**src/rtl/dispatcher_done_pkg.sv**
```systemverilog
// Shared definitions for the dispatcher wavefront-completion path:
// default sizing, the dealloc entry layout and a constant clog2 helper.
package dispatcher_done_pkg;

  function automatic int clog2(input int value);
    int r;
    r = 0;
    while ((1 << r) < value) r++;
    return r;
  endfunction

  localparam int NUMBER_CU   = 8;
  localparam int CU_ID_WIDTH = clog2(NUMBER_CU);
  localparam int TAG_WIDTH   = 15;
  localparam int FIFO_DEPTH  = 4;

  typedef struct packed {
    logic [CU_ID_WIDTH-1:0] cu_id;
    logic [TAG_WIDTH-1:0]   wf_tag;
  } dealloc_entry_t;

endpackage

```
**src/rtl/wf_done_fifo.sv**
```systemverilog
// Single-push/single-pop synchronous FIFO holding finished-wavefront tags
// for one CU. A push into a full FIFO is accepted only when a pop happens
// on the same edge; otherwise it is ignored (the caller flags the drop).
module wf_done_fifo #(
  parameter int DATA_W = 15,
  parameter int DEPTH  = 4,
  parameter int PTR_W  = 2
) (
  input  logic               clk,
  input  logic               rst,
  input  logic               push,
  input  logic               pop,
  input  logic [DATA_W-1:0]  din,
  output logic [DATA_W-1:0]  dout,
  output logic               full,
  output logic               empty,
  output logic [PTR_W:0]     count
);

  logic [DATA_W-1:0] mem [DEPTH];
  logic [PTR_W-1:0]  wr_ptr;
  logic [PTR_W-1:0]  rd_ptr;
  logic              push_ok;
  logic              pop_ok;

  assign full    = (count == (PTR_W+1)'(DEPTH));
  assign empty   = (count == '0);
  assign push_ok = push && (!full || pop);
  assign pop_ok  = pop && !empty;
  assign dout    = mem[rd_ptr];

  // Pointer and occupancy bookkeeping; pointers wrap naturally at DEPTH.
  always_ff @(posedge clk) begin
    if (rst) begin
      wr_ptr <= '0;
      rd_ptr <= '0;
      count  <= '0;
    end else begin
      if (push_ok) wr_ptr <= wr_ptr + PTR_W'(1);
      if (pop_ok)  rd_ptr <= rd_ptr + PTR_W'(1);
      case ({push_ok, pop_ok})
        2'b10:   count <= count + (PTR_W+1)'(1);
        2'b01:   count <= count - (PTR_W+1)'(1);
        default: count <= count;
      endcase
    end
  end

  // Tag storage; contents are meaningless while the slot is unoccupied.
  always_ff @(posedge clk) begin
    if (push_ok) mem[wr_ptr] <= din;
  end

endmodule

```
**src/rtl/cu_wf_done_collector.sv**
```systemverilog
// Collects per-CU wavefront-done pulses into per-CU FIFOs and drains them
// round-robin into one registered valid/ready dealloc stream.
// Optional feature macro: WF_DONE_COUNT_EN adds a 32-bit handshake counter
// on port dealloc_count.
module cu_wf_done_collector #(
  parameter int NUMBER_CU      = dispatcher_done_pkg::NUMBER_CU,
  parameter int CU_ID_WIDTH    = dispatcher_done_pkg::clog2(NUMBER_CU),
  parameter int TAG_WIDTH      = dispatcher_done_pkg::TAG_WIDTH,
  parameter int FIFO_DEPTH     = dispatcher_done_pkg::FIFO_DEPTH,
  parameter int FIFO_PTR_WIDTH = dispatcher_done_pkg::clog2(FIFO_DEPTH)
) (
  input  logic                           clk,
  input  logic                           rst,
  input  logic [NUMBER_CU-1:0]           cu2dispatch_wf_done,
  input  logic [NUMBER_CU*TAG_WIDTH-1:0] cu2dispatch_wf_tag_done,
  output logic                           dealloc_valid,
  input  logic                           dealloc_ready,
  output logic [CU_ID_WIDTH-1:0]         dealloc_cu_id,
  output logic [TAG_WIDTH-1:0]           dealloc_wf_tag,
  output logic                           collector_empty,
`ifdef WF_DONE_COUNT_EN
  output logic [31:0]                    dealloc_count,
`endif
  output logic                           collector_overflow
);

  logic [TAG_WIDTH-1:0]    fifo_dout  [NUMBER_CU];
  logic [FIFO_PTR_WIDTH:0] fifo_count [NUMBER_CU];
  logic [NUMBER_CU-1:0]    fifo_full;
  logic [NUMBER_CU-1:0]    fifo_empty;
  logic [NUMBER_CU-1:0]    fifo_pop;
  logic [NUMBER_CU-1:0]    fifo_idle;

  logic [CU_ID_WIDTH-1:0]  rr_ptr;
  logic [CU_ID_WIDTH-1:0]  grant_idx;
  logic [CU_ID_WIDTH-1:0]  rr_next;
  logic                    grant_vld;
  logic                    load;

  for (genvar i = 0; i < NUMBER_CU; i++) begin : g_cu
    wf_done_fifo #(
      .DATA_W (TAG_WIDTH),
      .DEPTH  (FIFO_DEPTH),
      .PTR_W  (FIFO_PTR_WIDTH)
    ) u_fifo (
      .clk   (clk),
      .rst   (rst),
      .push  (cu2dispatch_wf_done[i]),
      .pop   (fifo_pop[i]),
      .din   (cu2dispatch_wf_tag_done[i*TAG_WIDTH +: TAG_WIDTH]),
      .dout  (fifo_dout[i]),
      .full  (fifo_full[i]),
      .empty (fifo_empty[i]),
      .count (fifo_count[i])
    );
    assign fifo_idle[i] = (fifo_count[i] == '0);
  end

  // The output register may take a new entry when empty or being drained.
  assign load            = !dealloc_valid || dealloc_ready;
  assign collector_empty = !dealloc_valid && (&fifo_idle);
  assign rr_next         = (int'(grant_idx) == NUMBER_CU - 1) ? '0 : grant_idx + CU_ID_WIDTH'(1);

  // Round-robin search: first non-empty FIFO at or above rr_ptr, with wrap.
  always_comb begin : arb
    int k;
    grant_vld = 1'b0;
    grant_idx = '0;
    k         = 0;
    for (int j = 0; j < NUMBER_CU; j++) begin
      k = int'(rr_ptr) + j;
      if (k >= NUMBER_CU) k = k - NUMBER_CU;
      if (!grant_vld && !fifo_empty[k]) begin
        grant_vld = 1'b1;
        grant_idx = CU_ID_WIDTH'(k);
      end
    end
  end

  // Pop only the winning FIFO, and only when its entry is actually loaded.
  always_comb begin
    fifo_pop = '0;
    if (load && grant_vld) fifo_pop[grant_idx] = 1'b1;
  end

  // Output register and arbitration pointer advance together on a grant.
  always_ff @(posedge clk) begin
    if (rst) begin
      dealloc_valid  <= 1'b0;
      dealloc_cu_id  <= '0;
      dealloc_wf_tag <= '0;
      rr_ptr         <= '0;
    end else if (load) begin
      dealloc_valid <= grant_vld;
      if (grant_vld) begin
        dealloc_cu_id  <= grant_idx;
        dealloc_wf_tag <= fifo_dout[grant_idx];
        rr_ptr         <= rr_next;
      end
    end
  end

  // Sticky drop flag: a pulse hit a full FIFO that was not popping.
  always_ff @(posedge clk) begin
    if (rst) begin
      collector_overflow <= 1'b0;
    end else if (|(cu2dispatch_wf_done & fifo_full & ~fifo_pop)) begin
      collector_overflow <= 1'b1;
    end
  end

`ifdef WF_DONE_COUNT_EN
  // Completed-handshake counter, wrapping at 2^32.
  always_ff @(posedge clk) begin
    if (rst) begin
      dealloc_count <= '0;
    end else if (dealloc_valid && dealloc_ready) begin
      dealloc_count <= dealloc_count + 32'd1;
    end
  end
`endif

endmodule

```
**config.mk**
```make
export PLATFORM = sky130hd
export DESIGN_NAME = cu_wf_done_collector
export DESIGN_NICKNAME = d
export VERILOG_FILES = /design/src/rtl/dispatcher_done_pkg.sv /design/src/rtl/wf_done_fifo.sv /design/src/rtl/cu_wf_done_collector.sv
export SDC_FILE = /design/constraint.sdc
export NUM_CORES = 1
export LEC_CHECK = 0
export ABC_AREA = 1
export BUFFER_PORTS_ARGS = -buffer_cell sky130_fd_sc_hd__buf_2
export CAP_MARGIN = 20
export CORE_UTILIZATION = 50
export CTS_CLUSTER_DIAMETER = 80
export DETAILED_ROUTE_END_ITERATION = 8
export GPL_TIMING_DRIVEN = 0
export PLACE_DENSITY = 0.7
export SYNTH_ARGS = -nofsm -noshare
export SYNTH_HDL_FRONTEND = slang
export SYNTH_SLANG_ARGS = --single-unit
```
**constraint.sdc**
```tcl
create_clock -name clk -period 9.5 [get_ports clk]
set_input_delay 1.425 -clock clk [delete_from_list [all_inputs] [get_ports clk]]
set_output_delay 1.425 -clock clk [all_outputs]
set_load 0.05 [all_outputs]
```
==> results.md <==
- CTS hold repair buffers: 0
- Die Area: 50,000 um^2
- Fraction of layout cells with a size suffix above 1: between 10% and 20%
- Root Driver: clkbuf_16
- WL final: roughly 63 mm
- Post-CTS Setup Repair Bufs: 0
- Max Fclk: 205 MHz
- Most frequent cells in the layout: edfxtp_1, nand2_1, nor2_1
- Yosys warnings: 0
- Layout Nets: between 2,000 and 3,000
- Min Tclk post-route: 4.87 ns
- Fin. Hold Viols: 0
- Port Buffer Count: about 150
- Register Area: ~16,000 um^2
- Clk_skew: 0.0181 ns
- Yosys cell types: 46
- Seq cells post-synth: around 580
- Least-Margin Pin Slew: 0.985 ns
- ANT nets after route: 0
- PD cells: ~370 nW/um^2
- TritonCTS clock tree: done
- Startpoint Class: flop
- Starting density of the core: approximately 50%
- Reg2Reg Depth: 25
- Max Cap Viol: 0
- Worst-path clk slew: 0.06 ns
- Crit path DAT: between 3 and 4 ns
- HPWL Detailed: about 44 mm
- Met3 Routed Length: ~4.7 mm
- Total Routing Usage GR: ~25%
- Reg2Reg Launch Point: rr_ptr[0]$_SDFFE_PP0N_
- Post-synth EDFFs: between 400 and 500
- Largest net degree at the start of global routing: 16
- Clock sinks: 575
- Outcome: finished clean
- Max-slew headroom: around 34%
- Initial antenna violation count: 11
- Footprint of the multi-input gates: between 7000 and 8000 um^2
- DRC: 0
- Max FO, Critical Path: 10
- Max Root-Sink Buffers: 3
- Core area: 48,000 um^2
- Ys flop type: edfxtp_1
- Count of pins over their slew limit: 0
- Worst min path class: flop to flop
- Tcrit/Tclk final: around half
- VDD IR max: roughly 0.00023 V
- Total Neg Setup Slack: 0 ns
- Area after DPL: between 20,000 and 30,000 um^2
- GRT overflow: 0
- Required @ worst endpoint: roughly 8 ns
- Synth Net Count: roughly 2,300
- Synthesized area per cell: 11.4 um^2
- Clock Latency Late Sink: 0.60 ns
- Post-cts repair resize count: 0
- Met2 WL: 30.0 mm
- Vias per cell: between 5 and 6
- Drt wl/cell: approximately 21 um
- H-tree depth: 2
- Fill cell count: 3,862
- Sequential fraction of the synthesis area: approximately 67%
- Leak: between 10 and 15 nW
- RSZ-0062 raised after global routing: no
- DR top layer: met5
- Worst setup path end: collector_empty
- Area added between synthesis and finish: 14.2%
- Endpoint class of the critical path: output port
- Commonest non-fill, non-tap cell in the layout: edfxtp_1
- Chip Width: ~220 um
- FP Rows: 80
- Setup CP Type: flop to output port
- Reg-to-reg endpoint: g_cu[2].u_fifo.count[2]$_SDFFE_PP0P_
- RePlAce Congestion: between 0.8 and 0.9
- Post-route cell area: ~28,000 um^2
- Mapped Area: about 25,000 um^2
- Setup slack after layout: between 4 and 5 ns
- Endpoints failing setup: 0
- FFs w/ async S/R, synth: 0%
- Die height: approximately 220 um
- Fin util: around three fifths
- Register-to-register setup slack: roughly 5.0 ns
- First DRT Iteration DRCs: about 1,800
- Post-Synthesis Cells: around 2,200
- Crit path launch: rr_ptr[0]$_SDFFE_PP0N_
- Num CTS Buffers: 56
- WL met1: between 20 and 30 mm
- Vias in the first global route: between 15,000 and 20,000
- DP Worst Slack: 5.10 ns
- Initial DRT Pass Iterations: 6
- I/O Pins: ~150
- Via Count: 17,100
- Global-route wire length before repair: roughly 94 mm
[through the flow]
step / total power, W / hold slack [ns] / instances
2_1_floorplan: 0.00654 / 0.436 / 2150
3_3_place_gp: 0.00803 / 0.456 / 2916
3_5_place_dp: 0.00816 / 0.466 / 2927
4_1_cts: 0.0103 / 0.481 / 3027
5_1_grt: 0.0109 / 0.494 / 3030
6_report: 0.0104 / 0.479 / 3033
[cell usage after synthesis (all sizes together) (23+ instances only)]
| cell type | count | area share [%] |
|---|---|---|
| buf | 23 | 0.80 |
| clkbuf | 75 | 1.1 |
| nand3 | 85 | 2.2 |
| a21oi | 146 | 3.0 |
| dfxtp | 95 | 7.8 |
| edfxtp | 480 | 59 |
| o21ai | 239 | 5.0 |
| o22ai | 52 | 1.3 |
| inv | 146 | 2.3 |
| nand2 | 436 | 7.2 |
| a32o | 53 | 2.2 |
| ha | 43 | 2.2 |
| nor2 | 235 | 4.3 |
[worst min-delay path by stage]
stage / startpoint / end / slack, ns / depth (start not counted)
final: g_cu[0].u_fifo.rd_ptr[1]$_SDFFE_PP0P_ / g_cu[0].u_fifo.rd_ptr[1]$_SDFFE_PP0P_ / 0.48 / 2
after floorplan: g_cu[7].u_fifo.rd_ptr[1]$_SDFFE_PP0P_ / flop / 0.44 / 2
after global placement: g_cu[4].u_fifo.rd_ptr[0]$_SDFFE_PP0P_ / g_cu[4].u_fifo.rd_ptr[0]$_SDFFE_PP0P_ / 0.46 / 1
after global routing: g_cu[1].u_fifo.rd_ptr[1]$_SDFFE_PP0P_ / flop / 0.49 / 2
after CTS: g_cu[1].u_fifo.rd_ptr[1]$_SDFFE_PP0P_ / g_cu[1].u_fifo.rd_ptr[1]$_SDFFE_PP0P_ / 0.48 / 2
after detailed placement: g_cu[7].u_fifo.rd_ptr[1]$_SDFFE_PP0P_ / flop / 0.47 / 2
[where the power goes]
group          internal, W  switching (W)  total (W)
combinational      0.00143        0.00356    0.00499
sequential         0.00306       0.000137    0.00320
clock              0.00127       0.000913    0.00218
[logic make-up (layout without fill, tap and decap cells)]
family,count (synthesis),in the layout,share of synthesized area (%)
xor+xnor,6,6,0.275
fa+ha+maj,51,51,2.85
flops,575,575,66.5
simple gates,770,770,14.2
other cells,0,6,0
buf+inv,246,508,4.24
compound gates,502,502,11.9
[critical path: stages, from the launching register on]
cell	delay [ns]
dfxtp_1	0.36
buf_6	0.17
inv_4	0.04
buf_8	0.14
ha_1	0.44
inv_2	0.15
nand3_1	0.15
nand3_2	0.10
nand2_4	0.13
nand2_2	0.08
nor2_4	0.15
nand4_2	0.12
nor2_4	0.17
nand2b_4	0.10
nor2_1	0.20
buf_2	0.31
[per-layer routing]
| layer | vias to the layer above | track usage, % |
|---|---|---|
| met4 | 6 | 9.72 |
| met5 | - | 0 |
| li1 | 8040 | - |
| met2 | 614 | 40.4 |
| met1 | 8355 | 33.5 |
| met3 | 114 | 4.95 |
[area by class of cell]
| type | instances | area share, % |
|---|---|---|
| plain buffers | 98 | 1.71 |
| multi-input cells | 1329 | 25.8 |
| inverters | 148 | 2.01 |
| clock buffers | 73 | 5.34 |
| diodes | 6 | 0.0536 |
| repair buffers | 162 | 3.07 |
| clock inverters | 27 | 1.01 |
| well taps | 615 | 2.75 |
| flip-flops and latches | 575 | 58.3 |
[flip-flops by register name, summed over array words and instances (netlist names), named ones only]
register            count
g_cu.u_fifo.mem       480
g_cu.u_fifo.count      24
g_cu.u_fifo.rd_ptr     16
g_cu.u_fifo.wr_ptr     16
dealloc_wf_tag         15
dealloc_cu_id           3
rr_ptr                  3
collector_overflow      1
dealloc_valid           1
Power figures use the tool's default switching activity.
